**src/rtl/sram_dp.sv**
```systemverilog
// rtl/sram_dp.sv - single-clock simple dual-port SRAM with byte enables, init-to-zero sequencer and optional output register
//
// Parameters:
//   depth   - number of words (>= 2, any value)
//   width   - word width in bits (multiple of 8)
//   rd_mode - same-address collision policy: 0 = read-first, 1 = write-first
//   out_reg - 1 adds a second output pipeline stage (read latency 2 instead of 1)
// Ports:
//   clk, rst_n          - clock (rising edge) and asynchronous active-low reset
//   we, wadd, data_in,
//   wbe                 - write request, address, data and per-byte enables
//   re, radd            - read request and address
//   data_out, rvalid    - read data (held between reads) and one-cycle valid pulse
//   busy                - high while the array is being cleared; requests are ignored

module sram_dp #(
    parameter int depth   = 16,
    parameter int width   = 16,
    parameter int rd_mode = 0,
    parameter int out_reg = 0
) (
    input  logic                       clk,
    input  logic                       rst_n,
    input  logic                       we,
    input  logic [$clog2(depth)-1:0]   wadd,
    input  logic [width-1:0]           data_in,
    input  logic [width/8-1:0]         wbe,
    input  logic                       re,
    input  logic [$clog2(depth)-1:0]   radd,
    output logic [width-1:0]           data_out,
    output logic                       rvalid,
    output logic                       busy
);

    localparam int aw = $clog2(depth);
    localparam int nb = width / 8;
    // depth widened by one bit so the range compare works when depth is a power of two
    localparam logic [aw:0] depth_w = (aw + 1)'(depth);

    localparam logic [0:0] st_init = 1'b0;
    localparam logic [0:0] st_idle = 1'b1;

    logic [width-1:0] mem [depth];
    logic [0:0]       state;
    logic [aw-1:0]    cnt;

    logic             idle;
    logic             wr_in_range;
    logic             rd_in_range;
    logic             wr_go;
    logic             rd_go;
    logic [width-1:0] rd_word;

    logic             v1;
    logic [width-1:0] d1;

    assign idle        = (state == st_idle);
    assign busy        = (state == st_init);
    assign wr_in_range = ({1'b0, wadd} < depth_w);
    assign rd_in_range = ({1'b0, radd} < depth_w);
    assign wr_go       = idle && we && wr_in_range;
    assign rd_go       = idle && re;

    always_ff @(posedge clk or negedge rst_n) begin
        if (!rst_n) begin
            state <= st_init;
            cnt   <= '0;
        end else if (state == st_init) begin
            if (cnt == aw'(depth - 1)) begin
                state <= st_idle;
            end
            cnt <= cnt + aw'(1);
        end
    end

    // Array has no reset; it is cleared by the INIT sweep once rst_n is high.
    always_ff @(posedge clk) begin
        if (rst_n && (state == st_init)) begin
            mem[cnt] <= '0;
        end else if (wr_go) begin
            for (int i = 0; i < nb; i++) begin
                if (wbe[i]) begin
                    mem[wadd][8*i +: 8] <= data_in[8*i +: 8];
                end
            end
        end
    end

    // Out-of-range reads return zero; write-first merges the incoming bytes on a same-address hit.
    always_comb begin
        rd_word = '0;
        if (rd_in_range) begin
            rd_word = mem[radd];
            if ((rd_mode == 1) && we && (wadd == radd)) begin
                for (int i = 0; i < nb; i++) begin
                    if (wbe[i]) begin
                        rd_word[8*i +: 8] = data_in[8*i +: 8];
                    end
                end
            end
        end
    end

    always_ff @(posedge clk or negedge rst_n) begin
        if (!rst_n) begin
            v1 <= 1'b0;
            d1 <= '0;
        end else begin
            v1 <= rd_go;
            if (rd_go) begin
                d1 <= rd_word;
            end
        end
    end

    generate
        if (out_reg != 0) begin : g_out_reg
            logic             v2;
            logic [width-1:0] d2;

            always_ff @(posedge clk or negedge rst_n) begin
                if (!rst_n) begin
                    v2 <= 1'b0;
                    d2 <= '0;
                end else begin
                    v2 <= v1;
                    if (v1) begin
                        d2 <= d1;
                    end
                end
            end

            assign data_out = d2;
            assign rvalid   = v2;
        end else begin : g_no_out_reg
            assign data_out = d1;
            assign rvalid   = v1;
        end
    endgenerate

endmodule
```
**config.mk**
```make
export PLATFORM = sky130hd
export DESIGN_NAME = sram_dp
export DESIGN_NICKNAME = d
export VERILOG_FILES = /design/src/rtl/sram_dp.sv
export SDC_FILE = /design/constraint.sdc
export NUM_CORES = 1
export LEC_CHECK = 0
export BUFFER_PORTS_ARGS = -buffer_cell sky130_fd_sc_hd__buf_2
export CORE_MARGIN = 2
export CORE_UTILIZATION = 40
export DETAILED_ROUTE_END_ITERATION = 12
export GPL_TIMING_DRIVEN = 0
export SYNTH_ARGS = -nofsm -noshare
export SYNTH_HDL_FRONTEND = slang
export SYNTH_SLANG_ARGS = --single-unit
```
**constraint.sdc**
```tcl
create_clock -name clk -period 2.5 [get_ports clk]
set_input_delay 0.5 -clock clk [delete_from_list [all_inputs] [get_ports clk]]
set_output_delay 0.5 -clock clk [all_outputs]
set_load 0.005 [all_outputs]
```
==> reports/results.md <==
| Quantity | Reported | Unit |
|---|---|---|
| Total number of nets in the final design | 793 | - |
| Fin. Hold Viols | 6 | - |
| Overall fraction of global-route tracks in use | 17.37 | % |
| Part of the power in combinational logic | 5.6 | % |
| Area of the core region | 0.02710 | mm^2 |
| Maximum number of pins on one net before global-route repair | 24 | - |
| Average footprint of a synthesized cell | 16.12 | um^2 |
| Kind of end point of the critical path | flop | - |
| Internal Dissipation | 7.736 | mW |
| Count of buffers added by post-CTS timing repair for setup | 0 | - |
| Critical Path Start | idle | - |
| Placed Area | 0.01179 | mm^2 |
| Clock latency on the worst-skew pair | 0.52 | ns |
| Minimum period implied by the final worst setup slack | 2.512 | ns |
| Worst-path clk slew | 0.06 | ns |
| Count of standard-cell rows | 60 | - |
| Final instance area | 0.01271 | mm^2 |
| Clk pwr share | 41.2 | % |
| Flops & latches, synth | 278 | - |
| Setup violators final | 15 | - |
| Worst reg-to-reg setup slack | -0.01 | ns |
| Final Skew | 0.009001 | ns |
| Inserted Clock Buffers | 26 | - |
| Number of buffers added on ports | 46 | - |
| Net switching power | 1.944 | mW |
| Origin of the critical flop-to-flop path | idle | - |
| Data arrival, critical path | 2.65 | ns |
| Post-detailed-route count of antenna-violating nets | 0 | - |
| Maximum vdd drop | 0.0006028 | V |
| Vias in the first global route | 6058 | - |
| Combined area of all synthesized cells | 0.01109 | mm^2 |
| Area growth from synthesis to layout | 14.56 | % |
| First-pass GRT wire length | 37.33 | mm |
| Total count of max-transition violations in the final report | 0 | - |
| Share of layout cells above drive strength 1 | 15.73 | % |
| Distinct cell type count after synthesis | 27 | - |
| Part of the cycle the worst path needs | 100.5 | % |
| Clock tree from TritonCTS | done | - |
| Reg2reg path depth | 6 | - |
| Height of the chip | 170.5 | um |
| Net count after synthesis | 719 | - |
| Net Sw Frac | 20.08 | % |
| GR Overflow Total | 0 | - |
| Max clock buf depth | 3 | - |
| Tightest slew margin relative to the limit | 39.32 | % |
| Post-Synthesis Cells | 688 | - |
| Fin Hold WS | -0.004660 | ns |
| Routed wire length per instance | 21.25 | um |
| Root Buffer | clkbuf_16 | - |
| Drt first pass iters | 4 | - |
| Cell Pwr Density | 761.9 | mW/mm^2 |
| Critical Path Fanout Max | 10 | - |
| Highest achievable clock rate | 398.1 | MHz |
| Setup ws final | -0.01218 | ns |
| Initial detailed-routing violation count | 423 | - |
| Min-delay worst type | input pin to asynchronous set/reset pin | - |
| FILL cells | 2314 | - |
| Failing checks | hold timing, setup timing | - |
| Static Leak | 4.932 | nW |
| Diodes inserted | 0 | - |
| Max-cap violations | 0 | - |
| Transition at the pin with the smallest max-transition slack | 0.9068 | ns |
| Setup repair after global routing missed its margin | yes | - |
| I/O pin cnt | 48 | - |
| Starting utilization of the core area | 40.92 | % |
| Sequential-to-total area share from yosys stat | 74.28 | % |
| Die X-Extent | 170.5 | um |
| Worst Path Class, Setup | flop to flop | - |
| DR vias | 5988 | - |
| Count of yosys warnings during synthesis | 0 | - |
| HPWL after detailed placement | 17.75 | mm |
| Portion of total power attributed to sequential cells | 53.2 | % |
| Total detailed-routing wirelength | 24.52 | mm |
| Required time at the worst-slack endpoint | 2.64 | ns |
| Die outline area | 0.02908 | mm^2 |
| Drt via density | 5.189 | - |
| Drt drc | 0 | - |
| CTS H-tree lvls | 1 | - |
| Initial antenna violation count | 0 | - |
| Clk sinks | 278 | - |
| Critical register-to-register path endpoint | mem[13][13] | - |
| CP Capture Point | mem[13][13] | - |
| Outcome | complete, but fails checks | - |
| Crit path launch type | flop | - |
| Global placer's final weighted congestion | 0.8437 | - |
-- power by group through the flow --
stage                     combinational (mW)  sequential (mW)  clock, mW
after floorplan                        0.308             5.24          0
after global placement                 0.523             5.25          0
after detailed placement               0.538             5.25          0
after CTS                              0.539             5.15       4.05
after global routing                   0.587             5.15       4.23
final                                  0.537             5.15       3.99
-- sequential cells by signal, summed over array words and instances, names as in the netlist --
register and count:
cnt 4, data_out 16, idle 1, mem 256, rvalid 1
-- cells in the mapped netlist --
| library cell | n | area (um^2) |
|---|---|---|
| ha_1 | 1 | 12.51 |
| dfrtp_1 | 22 | 550.5 |
| clkbuf_1 | 19 | 71.32 |
| o211a_1 | 1 | 10.01 |
| buf_2 | 15 | 75.07 |
| a21o_1 | 1 | 7.510 |
| or2_2 | 4 | 25.02 |
| a22oi_1 | 48 | 360.4 |
| mux2i_1 | 132 | 1321 |
| inv_1 | 2 | 7.510 |
| xnor2_1 | 3 | 26.28 |
| nor2_1 | 38 | 142.6 |
| and3_1 | 1 | 6.260 |
| edfxtp_1 | 256 | 7687 |
| nand3_1 | 32 | 160.2 |
| buf_4 | 1 | 7.510 |
| and2_1 | 19 | 118.9 |
| nor2b_1 | 11 | 68.82 |
| mux2i_2 | 3 | 41.29 |
| or2_4 | 1 | 8.760 |
| nand4_1 | 17 | 106.4 |
| or2_1 | 3 | 18.77 |
| a31oi_1 | 2 | 12.51 |
| nand2_1 | 52 | 195.2 |
| buf_6 | 2 | 22.52 |
| mux2_2 | 1 | 11.26 |
| mux2_4 | 1 | 15.01 |
-- cells by family after synthesis --
group	after synthesis	synth area share, %
flops	278	74.28
simple gates	178	7.672
mux	137	12.52
compound gates	52	3.520
buf+inv	39	1.658
xor+xnor	3	0.2370
fa+ha+maj	1	0.1128
-- area by class of cell --
class	count	area, um^2	area share, %
flip-flops and latches	278	8238	64.84
multi-input cells	371	2701	21.26
clock buffers	38	768.2	6.046
well taps	372	465.4	3.663
repair buffers	46	230.2	1.812
plain buffers	37	176.4	1.388
clock inverters	10	118.9	0.9355
inverters	2	7.507	0.05908
-- per-layer routing --
metal	part of all wire, %	up-vias	global-route usage, %
li1	-	2779	-
met2	48	183	28.80
met4	1.3	0	3.902
met5	0	-	0
met1	45	3002	24.68
met3	5.6	24	2.174
-- how the worst min path moves through the flow --
stage / end / startpoint / slack [ns] / cells past startpoint
4_1_cts: cnt[2] / rst_n / 0.001 / 1
3_3_place_gp: data_out[4] / data_out[4] / 0.47 / 2
3_5_place_dp: data_out[12] / data_out[12] / 0.47 / 2
2_1_floorplan: cnt[0] / rst_n / 0.20 / 0
6_report: cnt[2] / rst_n / -0.005 / 1
5_1_grt: cnt[1] / rst_n / 0.02 / 1
-- critical path: stages, from the launching register on --
cell and delay, ns:
dfrtp_1 0.36, buf_4 0.16, o211a_1 0.12, buf_6 0.14, mux2i_1 0.25, or2_2 0.39, nor2_1 0.71
-- layout by cell type (no fill, tap or decap), types with 5 or more instances in the layout --
| master | instances |
|---|---|
| nor2_2 | 13 |
| nand3_1 | 32 |
| nand4_1 | 17 |
| and2_1 | 19 |
| nor2b_1 | 11 |
| a22oi_1 | 48 |
| nand2_1 | 52 |
| clkinv_1 | 5 |
| dfrtp_1 | 22 |
| clkbuf_16 | 28 |
| edfxtp_1 | 256 |
| nor2_1 | 25 |
| mux2i_1 | 132 |
| buf_2 | 61 |
| clkbuf_1 | 26 |
-- stage by stage --
stage               power (mW)  std cells   TNS, ns  utilization [%]  setup slack [ns]
floorplan                5.551        688         0                -            0.3093
global placement         5.774       1106    -50.75            43.49           -0.3978
detailed placement       5.790       1106    -64.30            43.49           -0.4598
CTS                      9.743       1154   -0.1790            46.79          -0.01686
global route             9.975       1154    -5.954            46.88          -0.09140
finish                   9.680       1154  -0.08089            46.88          -0.01218
-- what timing repair did --
item	CTS	global route
gates resized for setup	3	10
setup endpoints to repair	24	152
hold buffers	0	0
Note: power is estimated with default switching activity, not from simulation.
